--- config.mk ---
export PLATFORM = sky130hd
export DESIGN_NAME = accum_bank_flat
export DESIGN_NICKNAME = d
export VERILOG_FILES = /design/src/rtl/accum_bank_if.sv /design/src/rtl/accum_bank.sv /design/src/flat_wrapper.sv
export SDC_FILE = /design/constraint.sdc
export NUM_CORES = 1
export LEC_CHECK = 0
export BUFFER_PORTS_ARGS = -buffer_cell sky130_fd_sc_hd__buf_4
export CORE_ASPECT_RATIO = 2
export CORE_MARGIN = 2
export CORE_UTILIZATION = 53
export CTS_BUF_LIST = sky130_fd_sc_hd__clkbuf_4 sky130_fd_sc_hd__clkbuf_8
export CTS_CLUSTER_SIZE = 10
export DETAILED_ROUTE_END_ITERATION = 7
export GPL_TIMING_DRIVEN = 0
export PLACE_DENSITY = 0.8
export SYNTH_ARGS = -nofsm -noshare
export SYNTH_HDL_FRONTEND = slang
export SYNTH_SLANG_ARGS = --single-unit
--- constraint.sdc ---
create_clock -name clk -period 6.7 [get_ports clk]
set_input_delay 1.675 -clock clk [delete_from_list [all_inputs] [get_ports clk]]
set_output_delay 1.675 -clock clk [all_outputs]
set_load 0.005 [all_outputs]
--- src/rtl/accum_bank_if.sv ---
// accum_bank_if: add / clear / read bundle for the accumulator bank.
//   master : producer side (drives add, clear and read requests)
//   slave  : accumulator bank side (drives in_ready and the read response)
// Signals:
//   in_valid/in_ready/in_chan/in_data  add request handshake
//   clr_valid/clr_chan                 clear request (no ready)
//   rd_req/rd_chan                     read request
//   rd_valid/rd_data/rd_ovf            read response, one cycle after rd_req
//   ovf_flags                          sticky per-channel overflow flags
interface accum_bank_if #(
  parameter int unsigned WIDTH = 64,
  parameter int unsigned NCHAN = 4
);
  localparam int unsigned CHW = (NCHAN > 1) ? $clog2(NCHAN) : 1;

  logic             in_valid;
  logic             in_ready;
  logic [CHW-1:0]   in_chan;
  logic [WIDTH-1:0] in_data;
  logic             clr_valid;
  logic [CHW-1:0]   clr_chan;
  logic             rd_req;
  logic [CHW-1:0]   rd_chan;
  logic             rd_valid;
  logic [WIDTH-1:0] rd_data;
  logic             rd_ovf;
  logic [NCHAN-1:0] ovf_flags;

  modport master (
    output in_valid, in_chan, in_data, clr_valid, clr_chan, rd_req, rd_chan,
    input  in_ready, rd_valid, rd_data, rd_ovf, ovf_flags
  );

  modport slave (
    input  in_valid, in_chan, in_data, clr_valid, clr_chan, rd_req, rd_chan,
    output in_ready, rd_valid, rd_data, rd_ovf, ovf_flags
  );
endinterface

--- src/rtl/accum_bank.sv ---
// accum_bank: NCHAN independent WIDTH-bit accumulators, acc <= acc + data + INCR.
// Ports:
//   clk  clock, all logic on posedge
//   rst  synchronous reset, active high
//   bus  accum_bank_if.slave: add port (valid/ready), clear port, read port
//        with one-cycle latency, sticky overflow flags per channel.
// Arithmetic wraps (SATURATE=0) or clamps at all-ones (SATURATE=1); a carry
// out of the WIDTH-bit sum sets the channel's sticky overflow flag either way.
// Out-of-range channel indices: adds are accepted and dropped, clears are
// ignored, reads return zero.
module accum_bank #(
  parameter int unsigned WIDTH    = 64,
  parameter int unsigned NCHAN    = 4,
  parameter bit          SATURATE = 1'b0,
  parameter int unsigned INCR     = 1
) (
  input logic         clk,
  input logic         rst,
  accum_bank_if.slave bus
);

  localparam int unsigned CHW  = (NCHAN > 1) ? $clog2(NCHAN) : 1;
  localparam int unsigned NIDX = 1 << CHW;
  localparam logic [WIDTH:0] INCR_EXT = (WIDTH + 1)'(INCR);

  // Elaboration-time parameter sanity
  if (WIDTH < 2) begin : g_bad_width
    $error("accum_bank: WIDTH must be >= 2");
  end
  if (INCR > 1) begin : g_bad_incr
    $error("accum_bank: INCR must be 0 or 1");
  end
  if (NCHAN < 1) begin : g_bad_nchan
    $error("accum_bank: NCHAN must be >= 1");
  end

  logic [WIDTH-1:0] acc_q [NCHAN];
  logic [WIDTH-1:0] acc_d [NCHAN];
  logic [NCHAN-1:0] ovf_q;
  logic [NCHAN-1:0] ovf_d;

  logic             rd_valid_q;
  logic [WIDTH-1:0] rd_data_q;
  logic             rd_ovf_q;

  logic [NIDX-1:0]  chan_ok;
  logic             in_ready_c;
  logic             add_fire_c;
  logic [WIDTH-1:0] add_acc_c;
  logic [WIDTH:0]   sum_c;
  logic             carry_c;
  logic [WIDTH-1:0] add_res_c;
  logic [WIDTH-1:0] rd_acc_c;
  logic             rd_ovf_c;

  // chan_ok[i]: index i addresses a real channel (matters when NCHAN is not a power of two)
  always_comb begin
    chan_ok = '0;
    for (int unsigned i = 0; i < NIDX; i++) begin
      chan_ok[i] = (i < NCHAN);
    end
  end

  // Add may not proceed while a clear targets the same channel; the clear wins
  // and the producer holds the add.
  always_comb begin
    in_ready_c = !rst && !(bus.clr_valid && (bus.clr_chan == bus.in_chan));
    add_fire_c = bus.in_valid && in_ready_c && chan_ok[bus.in_chan];
  end

  // Current value of the add target
  always_comb begin
    add_acc_c = '0;
    for (int unsigned i = 0; i < NCHAN; i++) begin
      if (bus.in_chan == CHW'(i)) begin
        add_acc_c = acc_q[i];
      end
    end
  end

  // WIDTH+1-bit sum; the top bit is the carry that drives overflow/saturation
  always_comb begin
    sum_c     = {1'b0, add_acc_c} + {1'b0, bus.in_data} + INCR_EXT;
    carry_c   = sum_c[WIDTH];
    add_res_c = (SATURATE && carry_c) ? '1 : sum_c[WIDTH-1:0];
  end

  // Next-state for every channel: clear has priority over add
  always_comb begin
    acc_d = acc_q;
    ovf_d = ovf_q;
    for (int unsigned i = 0; i < NCHAN; i++) begin
      if (bus.clr_valid && (bus.clr_chan == CHW'(i))) begin
        acc_d[i] = '0;
        ovf_d[i] = 1'b0;
      end else if (add_fire_c && (bus.in_chan == CHW'(i))) begin
        acc_d[i] = add_res_c;
        if (carry_c) begin
          ovf_d[i] = 1'b1;
        end
      end
    end
  end

  // Read mux on pre-update state; out-of-range channels read as zero
  always_comb begin
    rd_acc_c = '0;
    rd_ovf_c = 1'b0;
    for (int unsigned i = 0; i < NCHAN; i++) begin
      if (bus.rd_chan == CHW'(i)) begin
        rd_acc_c = acc_q[i];
        rd_ovf_c = ovf_q[i];
      end
    end
  end

  // Accumulator and flag state
  always_ff @(posedge clk) begin
    if (rst) begin
      for (int unsigned i = 0; i < NCHAN; i++) begin
        acc_q[i] <= '0;
      end
      ovf_q <= '0;
    end else begin
      acc_q <= acc_d;
      ovf_q <= ovf_d;
    end
  end

  // Read response register; data/ovf hold when no read is issued
  always_ff @(posedge clk) begin
    if (rst) begin
      rd_valid_q <= 1'b0;
      rd_data_q  <= '0;
      rd_ovf_q   <= 1'b0;
    end else begin
      rd_valid_q <= bus.rd_req;
      if (bus.rd_req) begin
        rd_data_q <= rd_acc_c;
        rd_ovf_q  <= rd_ovf_c;
      end
    end
  end

  assign bus.in_ready  = in_ready_c;
  assign bus.rd_valid  = rd_valid_q;
  assign bus.rd_data   = rd_data_q;
  assign bus.rd_ovf    = rd_ovf_q;
  assign bus.ovf_flags = ovf_q;

endmodule

--- src/flat_wrapper.sv ---
// flat-port wrapper written by rule: the top's interface ports become plain ports
module accum_bank_flat 
#(
  parameter int unsigned WIDTH    = 64,
  parameter int unsigned NCHAN    = 4,
  parameter bit          SATURATE = 1'b0,
  parameter int unsigned INCR     = 1
)
  (clk, rst, bus_in_valid, bus_in_chan, bus_in_data, bus_clr_valid, bus_clr_chan, bus_rd_req, bus_rd_chan, bus_in_ready, bus_rd_valid, bus_rd_data, bus_rd_ovf, bus_ovf_flags);
  accum_bank_if #(.WIDTH(WIDTH), .NCHAN(NCHAN)) bus_i ();
  input logic clk;
  input logic rst;
  input wire logic [$bits(bus_i.in_valid)-1:0] bus_in_valid;
  input wire logic [$bits(bus_i.in_chan)-1:0] bus_in_chan;
  input wire logic [$bits(bus_i.in_data)-1:0] bus_in_data;
  input wire logic [$bits(bus_i.clr_valid)-1:0] bus_clr_valid;
  input wire logic [$bits(bus_i.clr_chan)-1:0] bus_clr_chan;
  input wire logic [$bits(bus_i.rd_req)-1:0] bus_rd_req;
  input wire logic [$bits(bus_i.rd_chan)-1:0] bus_rd_chan;
  output wire logic [$bits(bus_i.in_ready)-1:0] bus_in_ready;
  output wire logic [$bits(bus_i.rd_valid)-1:0] bus_rd_valid;
  output wire logic [$bits(bus_i.rd_data)-1:0] bus_rd_data;
  output wire logic [$bits(bus_i.rd_ovf)-1:0] bus_rd_ovf;
  output wire logic [$bits(bus_i.ovf_flags)-1:0] bus_ovf_flags;
  assign bus_i.in_valid = bus_in_valid;
  assign bus_i.in_chan = bus_in_chan;
  assign bus_i.in_data = bus_in_data;
  assign bus_i.clr_valid = bus_clr_valid;
  assign bus_i.clr_chan = bus_clr_chan;
  assign bus_i.rd_req = bus_rd_req;
  assign bus_i.rd_chan = bus_rd_chan;
  assign bus_in_ready = bus_i.in_ready;
  assign bus_rd_valid = bus_i.rd_valid;
  assign bus_rd_data = bus_i.rd_data;
  assign bus_rd_ovf = bus_i.rd_ovf;
  assign bus_ovf_flags = bus_i.ovf_flags;
  accum_bank #(.WIDTH(WIDTH), .NCHAN(NCHAN), .SATURATE(SATURATE), .INCR(INCR)) u_core (.clk(clk), .rst(rst), .bus(bus_i));
endmodule
==> impl_metrics.yaml <==
detailed_routing:
  first_pass_iters: 6
  wl_mm: 73.74
  wl_per_cell_um: 26.88
  vias: 18270
  drt_iter0_drc: 1681
  vias_per_cell: 6.662
  drc: 0
  drtAntennaViolNets: 0
logic_synthesis:
  async_flop_share: 0
  synthTopCellsByCount: "dfxtp_1 (326), nand2_1 (259), a21oi_1 (236)"
  yosysWarnings: 0
  muxShareOfSynthArea: 0.1979
  synth-adder-area-share: 0.04448
  synthTopCellsByArea: "dfxtp_1 (35%), mux4_2 (16%), a21oi_1 (6.4%), nand2_1 (5.3%), nor2_1 (4.5%)"
  synth.avg_cell_area_um2: 8.862
  synth_cells: 2082
  syn_area_mm2: 0.01845
  synth_xor_area_frac: 0.02326
  syn-num-nets: 2222
  yosysSeqAreaShare: 0.3537
  yosysUniqueCellTypes: 74
  yosysMostFrequentCell: "dfxtp_1"
  synth_seq_cells: 326
  synth-simple-area-share: 0.1697
  synth_top_cell_by_area: "dfxtp_1"
  synth_top_family_by_area: "multiplexers"
  synth-edff-count: 0
  synth-compound-area-share: 0.1745
  ys.flop_type: "dfxtp_1"
  synth_top_cell_area_share: 0.3537
timing:
  whs_ns: 0.4685
  max_freq_mhz: 152.7
  final_hold_viol_count: 0
  relSlewSlack: 0.1373
  final.period_utilization: 0.9777
  fin_crit_ns: 6.551
  drv_slew: 0
  setup_violations: 0
  worst_slew_pin_slew_ns: 1.284
  rsz0062_at_grt: "false"
  fin_skew_ns: 0.03937
global_routing:
  grt_max_degree: 12
  antenna_found_initial: 1
  grt_first_pass_wirelength_mm: 108.1
  grt_pass1_vias: 18780
  grt_usage: 0.4032
  overflow: 0
clock_network:
  cts_root_buffer: "clkbuf_8"
  worstSkewPairLatency_ns: 0.63
  cts_buffers: 47
  cts_tree: "built"
  cts_sinks: 326
  htreeDepth: 2
  cts_hold_buf: 0
  path_clk_slew_ns: 0.07
  cts_resized: 14
  ctsLongestPathBuffers: 3
  postCtsSetupBuffers: 0
pwr:
  p_int_mw: 3.229
  total_power_mw: 4.549
  p_per_area_mw_per_mm2: 215.3
  pwr-share-seq: 0.445
  swShare: 0.2900
  cellLeakagePower_nw: 8.202
  power_switching_mw: 1.319
  power.share.clock: 0.399
  max-vdd-ir-drop_uv: 176.3
  power_frac_comb: 0.157
critical_path:
  max_stage_delay_ns: 0.58
  worstPathRequired_ns: 7.27
  cp-start-kind: "input pin"
  critPathTopFamily: "compound AO/OA/AOI/OAI gates"
  slowest_stage: "mux4_2"
  crit_buf_inv: 4
  path_cells: "clkbuf_1, clkbuf_4, clkbuf_4, mux4_2, ha_1, clkbuf_1, nand2_1, nor4_2, o311ai_0, nor2_1, o21ai_0, a31oi_1, a31oi_1, xnor2_1, a21o_1"
  crit_fanout: 10
  endpoint_kind: "register"
  crit_type: "input pin to register"
  crit_arrival_ns: 7.12
outcome:
  status: "completed"
layout:
  stdcell_count: 2743
  drive_above_1_share: 0.1691
  layout.nets: 2410
  nFillCells: 3124
  area_delta_synth_final_pct: 14.49
place:
  dp_hpwl_mm: 55.18
  gp_congestion: 1.022
  port_buffers: 139
  place_inst: 2662
floorplan:
  pin_count: 146
  initial_core_util: 0.5371
  row_count: 96
  core_mm2: 0.03435
  die-area_mm2: 0.03641
  die_w_um: 135.9
  die_height_um: 267.9
flow_run:
  drv_cap: 0
worst_hold_path:
  hp-class: "register to register"
-- through the flow --
| stage | instance area (um^2) | TNS (ns) | util | worst slack, ns |
|---|---|---|---|---|
| after floorplan | 18450 | 0 | - | 0.9120 |
| after global placement | 20050 | -120.34 | 0.5836 | -1.386 |
| after detailed placement | 20050 | -122.42 | 0.5836 | -1.389 |
| after CTS | 21110 | 0 | 0.6144 | 0.05856 |
| after global routing | 21130 | 0 | 0.6149 | 0.08871 |
| final | 21130 | 0 | 0.6149 | 0.1491 |
-- power groups by stage --
stage | clock network [mW] | registers, mW | logic, mW
after detailed placement | 0 | 2.06 | 0.687
final | 1.81 | 2.02 | 0.712
after floorplan | 0 | 2.05 | 0.436
after CTS | 1.81 | 2.02 | 0.691
after global routing | 1.89 | 2.03 | 0.749
after global placement | 0 | 2.06 | 0.678
-- kinds of logic (layout without fill, tap and decap cells) --
group                    count (synthesis)  count (layout)
XOR/XNOR                                49              49
AO/OA/AOI/OAI                          545             545
multiplexers                           203             203
adder cells (fa/ha/maj)                 65              65
buffers and inverters                  178             397
flip-flops                             326             326
other                                    0               1
AND/OR/NAND/NOR                        716             716
-- routing by layer --
layer / part of all wire / wire length (um) / global-route usage
met1: 0.30 / 22280 / 0.3829
met4: 0.12 / 8644 / 0.4034
met5: 0 / 0 / 0
met3: 0.086 / 6370 / 0.08074
met2: 0.49 / 36440 / 0.6987
-- worst reg2reg max path, delay by kind of cell (launching register included) --
family                     cells  cell delay (ns)
AOI/OAI and AO/OA              5             1.59
muxes                          1             0.50
buffers and inverters          1             0.37
DFF                            1             0.33
and+or+nand+nor                3             0.96
xor gates and xnor gates       1             0.45
adders and majority gates      1             0.29
-- cell usage in the layout, fill, tap and decap left out, types with 5 or more instances in the layout --
cell type	instances
and2_1	7
or3_1	19
clkbuf_4	16
dfxtp_1	326
nand3_1	123
nor3_1	17
clkbuf_2	5
o21ai_0	150
a21oi_1	236
o21bai_1	10
inv_1	24
clkbuf_1	128
a21o_1	36
o21ai_1	5
o21a_1	6
a31oi_1	21
buf_4	139
clkbuf_8	58
ha_1	64
and3_1	9
xor2_1	21
a211oi_1	15
nor4_1	7
clkinv_2	5
buf_1	13
nor2b_1	8
o211ai_1	13
nand2_1	259
nand4_1	25
nor2_1	219
mux2i_1	70
and4_1	5
xnor2_1	28
o31a_1	6
mux4_2	129
-- flip-flops by register name (all words and copies together), names as in the netlist --
| register | flops |
|---|---|
| u_core.acc_q | 256 |
| u_core.bus.rd_data | 64 |
| u_core.bus.ovf_flags | 4 |
| u_core.bus.rd_ovf | 1 |
| u_core.bus.rd_valid | 1 |
-- area by class of cell --
| cell class | count | area, um^2 | area share |
|---|---|---|---|
| multi-input cells | 1578 | 11260 | 0.5331 |
| flip-flops and latches | 326 | 6526 | 0.3089 |
| repair buffers | 139 | 1044 | 0.04940 |
| clock buffers | 71 | 895.9 | 0.04241 |
| plain buffers | 154 | 608.1 | 0.02878 |
| well taps | 441 | 551.8 | 0.02612 |
| clock inverters | 9 | 145.1 | 0.006870 |
| inverters | 24 | 90.09 | 0.004264 |
| diodes | 1 | 2.502 | 0.0001185 |
-- worst paths after layout --
| path | start | endpoint | slack [ns] | cells past startpoint |
|---|---|---|---|---|
| min reg2reg | u_core.acc_q[187] | u_core.acc_q[187] | 0.47 | 2 |
| max | bus_in_chan[0] | u_core.acc_q[61] | 0.15 | 15 |
| min | u_core.acc_q[187] | u_core.acc_q[187] | 0.47 | 2 |
| max reg2reg | u_core.acc_q[45] | u_core.acc_q[61] | 2.18 | 12 |
No activity file was read; power rests on OpenSTA's default activity.
